`src/rtl/seq_det_pkg.sv`:
```
// seq_det_pkg: shared defaults and saturating-increment helper for the pattern detector
package seq_det_pkg;
    localparam int N_DEF = 4;
    localparam int CW_DEF = 8;
    localparam logic [3:0] DEF_PAT_DEF = 4'b1101;
    function automatic logic [31:0] sat_inc(input logic [31:0] cnt, input int w);
        logic [31:0] max;
        max = (w >= 32) ? '1 : (32'd1 << w) - 32'd1;
        return (cnt >= max) ? max : cnt + 32'd1;
    endfunction
endpackage

```
`src/rtl/seq_det_sat_cnt.sv`:
```
// seq_det_sat_cnt: saturating match counter with sticky saturation flag
//  clk, rst (sync, active-high), inc -> cnt[CW-1:0], sat
module seq_det_sat_cnt import seq_det_pkg::*; #(
    parameter int CW = CW_DEF
) (
    input  logic          clk,
    input  logic          rst,
    input  logic          inc,
    output logic [CW-1:0] cnt,
    output logic          sat
);
    logic [CW-1:0] nxt;
    assign nxt = inc ? CW'(sat_inc(32'(cnt), CW)) : cnt;
    always_ff @(posedge clk) begin
        if (rst) begin
            cnt <= '0;
            sat <= 1'b0;
        end else begin
            cnt <= nxt;
            sat <= sat | (&nxt);
        end
    end
endmodule

```
`src/rtl/seq_detector_param.sv`:
```
// seq_detector_param: serial pattern detector with loadable pattern, overlap mode and match counter
//  in : clk, rst (sync, active-high), en, x, pat_load, pat_in[N-1:0] (MSB oldest), overlap
//  out: y (one-cycle match pulse), match_cnt[CW-1:0] (saturating), cnt_sat (sticky)
module seq_detector_param import seq_det_pkg::*; #(
    parameter int N = N_DEF,
    parameter logic [N-1:0] DEF_PAT = N'(DEF_PAT_DEF),
    parameter int CW = CW_DEF
) (
    input  logic          clk,
    input  logic          rst,
    input  logic          en,
    input  logic          x,
    input  logic          pat_load,
    input  logic [N-1:0]  pat_in,
    input  logic          overlap,
    output logic          y,
    output logic [CW-1:0] match_cnt,
    output logic          cnt_sat
);
    localparam int FW = $clog2(N + 1);
    logic [N-1:0]  pattern, hist, nh;
    logic [FW-1:0] fill, nf;
    logic          hit;
    assign nh  = {hist[N-2:0], x};
    assign nf  = (fill == FW'(N)) ? fill : fill + FW'(1);
    // a bit presented alongside pat_load is discarded, so it can never complete a match
    assign hit = en && !pat_load && (nf == FW'(N)) && (nh == pattern);
    always_ff @(posedge clk) begin
        if (rst) begin
            pattern <= DEF_PAT;
            hist    <= '0;
            fill    <= '0;
            y       <= 1'b0;
        end else if (pat_load) begin
            pattern <= pat_in;
            hist    <= '0;
            fill    <= '0;
            y       <= 1'b0;
        end else if (en) begin
            hist <= nh;
            y    <= hit;
            // non-overlapping mode restarts the window from empty after a hit
            fill <= hit ? (overlap ? FW'(N) : '0) : nf;
        end else begin
            y <= 1'b0;
        end
    end
    seq_det_sat_cnt #(.CW(CW)) u_cnt (
        .clk (clk),
        .rst (rst),
        .inc (hit),
        .cnt (match_cnt),
        .sat (cnt_sat)
    );
endmodule

```
`config.mk`:
```
export PLATFORM = sky130hd
export DESIGN_NAME = seq_detector_param
export DESIGN_NICKNAME = d
export VERILOG_FILES = /design/src/rtl/seq_det_pkg.sv /design/src/rtl/seq_det_sat_cnt.sv /design/src/rtl/seq_detector_param.sv
export SDC_FILE = /design/constraint.sdc
export NUM_CORES = 1
export LEC_CHECK = 0
export CORE_MARGIN = 3
export CORE_UTILIZATION = 51
export CTS_CLUSTER_SIZE = 30
export DETAILED_ROUTE_END_ITERATION = 16
export HOLD_SLACK_MARGIN = 0.12
export PLACE_DENSITY_LB_ADDON = 0.08
export SKIP_LAST_GASP = 1
export SYNTH_ARGS = -nofsm -noshare
export SYNTH_HDL_FRONTEND = slang
export SYNTH_SLANG_ARGS = --single-unit
```
`constraint.sdc`:
```
create_clock -name clk -period 2.4 [get_ports clk]
set_clock_uncertainty 0.15 [all_clocks]
set_input_delay 0.48 -clock clk [delete_from_list [all_inputs] [get_ports clk]]
set_output_delay 0.48 -clock clk [all_outputs]
set_load 0.03 [all_outputs]
```
; After elaboration in Yosys (flattened, before gate mapping)
; Cells that the tools add are included.
[classes]
order_cmp = 1
muxes = 5
n_reduce_logical = 7
n_bitwise = 2
n_addsub = 2
eq_ne = 3
[op_table]
columns = op, count
row1 = 8-bit 2-to-1 mux, 2
row2 = 3-bit 2-to-1 mux, 3
row3 = "8-bit by 1-bit adder with 8-bit output, second input constant", 1
row4 = "8-bit greater-or-equal comparator, second input constant", 1
row5 = 8-bit AND reduction, 1
row6 = "3-bit == test, second input constant", 2
row7 = 4-bit == test, 1
row8 = "3-bit by 1-bit adder with 3-bit output, second input constant", 1
row9 = 1-bit logical AND, 3
row10 = 3-bit OR reduction, 1
row11 = 2-bit OR reduction, 1
row12 = 1-bit logical NOT, 1
row13 = 1-bit NOT, 1
row14 = 1-bit bitwise OR, 1
[totals]
regBits = 20
out_inout_bits = 10
wordCells = 26
input_bits = 10

; Depth between registers and ports, before layout
[logic_depth]
word_depth = 8
mapped_depth = 9
ltp_nobuf = 8

; By module
; A second synthesis with hierarchy kept.
[unflattened]
hier_cells = 122
hier_area_um2 = 1063.5
[modules_own_cells]
columns = mod, area_per_inst_um2, seq_area_each_um2, n_inst, cells_each
row1 = seq_detector_param, 539.3, 220.2, 1, 56
row2 = seq_det_sat_cnt, 524.3, 180.2, 1, 66

; Least setup slack after synthesis
; No wires, ideal clock.
[synth_timing]
path_kind = reg2reg
startpoint = register fill[0]
endpoint = register u_cnt.sat
setup_time_ps = 96
path_slack_ps = 160
path_stages_with_launch = 10
period_less_slack_ps = 2240
n_path_buf = 1
t_arrival_ps = 1995
required_time_ps = 2154
path_cell_list = dfxtp_1 -> inv_1 -> ha_1 -> or3b_1 -> o211ai_1 -> and4_1 -> buf_6 -> a41oi_4 -> a211o_1 -> o41ai_2
[synth_via]
elab_chain_cells = 8
elab_cells_between_ends = 9
classes_between = add/sub: 1 / eq/ne: 2 / mux: 2 / bitwise: 1 / reduce/logical: 3
[synth_lines]
columns = item, line_no
row1 = "start, declared", seq_detector_param.sv:22  ; logic [FW-1:0] fill, nf;
row2 = "start signal, assigned", seq_detector_param.sv:43  ; fill <= hit ? (overlap ? FW'(N) : '0) : nf;
row3 = 3-bit by 1-bit adder with 3-bit output or 3-bit == test (tied branches), seq_detector_param.sv:25  ; assign nf = (fill == FW'(N)) ? fill : fill + FW'(1);
row4 = 3-bit 2-to-1 mux *, seq_detector_param.sv:25
row5 = 3-bit == test *, seq_detector_param.sv:27  ; assign hit = en && !pat_load && (nf == FW'(N)) && (nh == pattern);
row6 = 1-bit logical AND * (2 in series), seq_detector_param.sv:27
row7 = 8-bit 2-to-1 mux *, seq_det_sat_cnt.sv:13  ; assign nxt = inc ? CW'(sat_inc(32'(cnt), CW)) : cnt;
row8 = 8-bit AND reduction *, seq_det_sat_cnt.sv:20  ; sat <= sat | (&nxt);
row9 = 1-bit bitwise OR *, seq_det_sat_cnt.sv:20
row10 = "end signal, assigned", seq_det_sat_cnt.sv:20
row11 = "end, declared", seq_det_sat_cnt.sv:10  ; output logic sat
; Mark *: on every way between the ends. The rest lies on a longest branch, timed or not.
; A chain may end at the register's enable or synchronous reset.

; Final worst setup path
; Same ends and word-level chain as after synthesis.

==> impl_metrics.tcl <==
set metrics [dict create \
    yosysTopAreaCellShare_pct 36.5 \
    clock.fmax_mhz 442 \
    grt.total_usage_pct 18.9 \
    avgSynthCellArea_um2 9.13 \
    insertedDiodeCount 0 \
    cpMaxStageDelayCell "or3b_1" \
    die_w_um 52.4 \
    synth-seq-cells 20 \
    critPathCaptureType "flop" \
    power_w 0.000587 \
    wl_per_cell_um 13.1 \
    cp.required_ps 2460 \
    stdcell_count 171 \
    swShare_pct 21.2 \
    leakage_nw 0.574 \
    drt-total-wl_um 2240 \
    r2r_start "fill[0]" \
    cts_tree "done" \
    max_slew_margin_pct 73.0 \
    holdPathEnd "u_cnt.sat" \
    synthFlopType "dfxtp_1" \
    drt.antenna.violating_nets 0 \
    report.final.slew_viol_count 0 \
    via_per_inst 5.57 \
    grt-ovfl-total 0 \
    die_y_um 52.4 \
    clockBufferDepth 2 \
    cts_sinks 20 \
    path_clk_slew_ps 110 \
    hold_viol_final 0 \
    synth-seq-area-share_pct 36.5 \
    drt_iter0_markers 13 \
    dp_cells 166 \
    r2r_setup_slack_ps 140 \
    setup_tns_ps 0 \
    p_clk_share_pct 32.3 \
    hold_depth 2 \
    netSwitchingPower_w 0.000125 \
    drc 0 \
    core_area_um2 2000 \
    synthTopCellsByArea "dfxtp_1 (37%), mux2i_1 (7.3%), nor2b_1 (4.6%)" \
    async_flop_share_pct 0 \
    path_cells "inv_1 -> ha_2 -> or3b_1 -> o211ai_1 -> and4_4 -> a41oi_4 -> a211o_1 -> o41ai_2" \
    finalWorstSetupSlack_ps 137 \
    tightestPinTransition_ps 404 \
    hp-class "reg -> reg" \
    gp_congestion 0.903 \
    yosysWarningCount 0 \
    dp_worst_setup_slack_ps -191 \
    synthesis.nets 133 \
    antenna_found_initial 0 \
    grt_pass1_vias 920 \
    crit_family "compound AO/OA/AOI/OAI gates" \
    layout_min_cycle_time_ps 2260 \
    holdWs_ps 330 \
    synth_top_area_cell "dfxtp_1" \
    syn_inst 120 \
    clk_latency_ps 290 \
    synthDistinctLibCells 39 \
    rows 16 \
    post_cts_buffers 0 \
    cp-startpoint "fill[0]" \
    worstReg2RegEnd "u_cnt.sat" \
    dpl.hpwl_um 1680 \
    p_int_w 0.000463 \
    final.period_utilization_pct 94.3 \
    path_buf_inv 1 \
    rsz0062_at_grt "false" \
    power_frac_seq_pct 58.4 \
    rr_worst_depth 8 \
    ios 20 \
    pwr-share-comb_pct 9.3 \
    cts_root_buffer "clkbuf_4" \
    detailroute.via_count 952 \
    dieArea_um2 2740 \
    start_util_pct 54.7 \
    first_pass_iters 4 \
    final_cell_mix "clkdlybuf4s50_1 (19), dfxtp_1 (18), nor2_1 (12), buf_4 (9)" \
    setup-violations-final 0 \
    critPathMaxFanout 5 \
    power_density_nw_per_um2 421 \
    cpPeakStageDelay_ps 370 \
    drive_above_1_share_pct 14.6 \
    status "completed" \
    numCtsBuffers 3 \
    synth_edf_count 0 \
    htreeDepth 1 \
    crit_cells 8 \
    grt_max_degree 12 \
    min_from "u_cnt.sat" \
    critPathLaunchType "flop" \
    worst-setup-path-type "reg -> reg" \
    maxCapViolCount 0 \
    ir_drop_v 0.000308 \
    syn-cell-area_um2 1100 \
    area_delta_synth_final_pct 27.4 \
    io_buffers 19 \
    final_common_cell "clkdlybuf4s50_1" \
    nets 158 \
    grt_pass1_wl_um 3990 \
    cp.arrival_ps 2320 \
]
registers in the layout (all words and copies together), names as in the netlist:
name,count
hist,3
u_cnt.cnt,8
pattern,4
y,1
fill,3
u_cnt.sat,1
tightest hold or removal path: cells and delay by family (launching register included):
kind	cells	cell delay [ps]
simple gates	1	70
flops	1	350
compound gates	1	40
Yosys cell counts, types with 2 or more instances:
library cell,count
a21oi_1,5
a211oi_1,4
nand3_1,2
nor3_1,2
mux2i_1,8
nor2b_1,8
a311oi_1,2
buf_2,2
clkbuf_1,5
a211o_1,4
nand2_1,4
and3_1,5
and4_1,2
inv_1,4
nand2b_1,2
ha_1,3
dfxtp_1,20
and3b_1,2
nor2_1,12
xor2_1,5
routing by layer:
metal	track usage, %	vias to the layer above	wire (um)
met5	0	-	0
met4	4.68	0	12
met3	4.27	2	97
met2	29.1	23	1040
met1	26.4	443	1090
li1	-	484	-
worst max-delay path by stage:
stage	to	slack (ps)
detailed placement	u_cnt.sat	-190
global placement	u_cnt.sat	-120
floorplan	u_cnt.sat	160
CTS	u_cnt.sat	8
finish	u_cnt.sat	140
global route	u_cnt.sat	20
through the flow:
stage,utilization (%),instance area (um2)
final,69.8,1400
after global routing,69.8,1400
after CTS,68.9,1380
after detailed placement,67.1,1340
after global placement,67.1,1340
after floorplan,-,1100
cell families after synthesis:
family | after synthesis | share of synthesized area, %
AOI/OAI and AO/OA | 27 | 20.9
xor gates and xnor gates | 6 | 4.79
adders and majority gates | 3 | 3.43
buffers and inverters | 13 | 5.48
DFF | 20 | 36.5
muxes | 8 | 7.31
and+or+nand+nor | 43 | 21.6
power groups by stage:
stage | combinational (W) | sequential, W | clock, W
2_1_floorplan | 0.0000287 | 0.000350 | 0
3_3_place_gp | 0.0000522 | 0.000350 | 0
3_5_place_dp | 0.0000538 | 0.000351 | 0
4_1_cts | 0.0000541 | 0.000343 | 0.000199
5_1_grt | 0.0000618 | 0.000344 | 0.000215
6_report | 0.0000548 | 0.000343 | 0.000189
cell type report:
class | instances | area, um2
clock buffers | 4 | 36.3
flip-flops and latches | 20 | 403
inverters | 4 | 15.0
multi-input cells | 88 | 651
fillers | 182 | 606
well taps | 27 | 33.8
repair buffers | 28 | 258
timing repair:
item                                   in CTS  in global routing
pin swaps                                   0                  1
endpoints found under the hold margin       0                  0
hold buffers                                0                  0
gates cloned                                0                  1
gates resized for setup                     1                  4
setup endpoints to repair                   2                  2
Note: power is estimated with default switching activity, not from simulation.
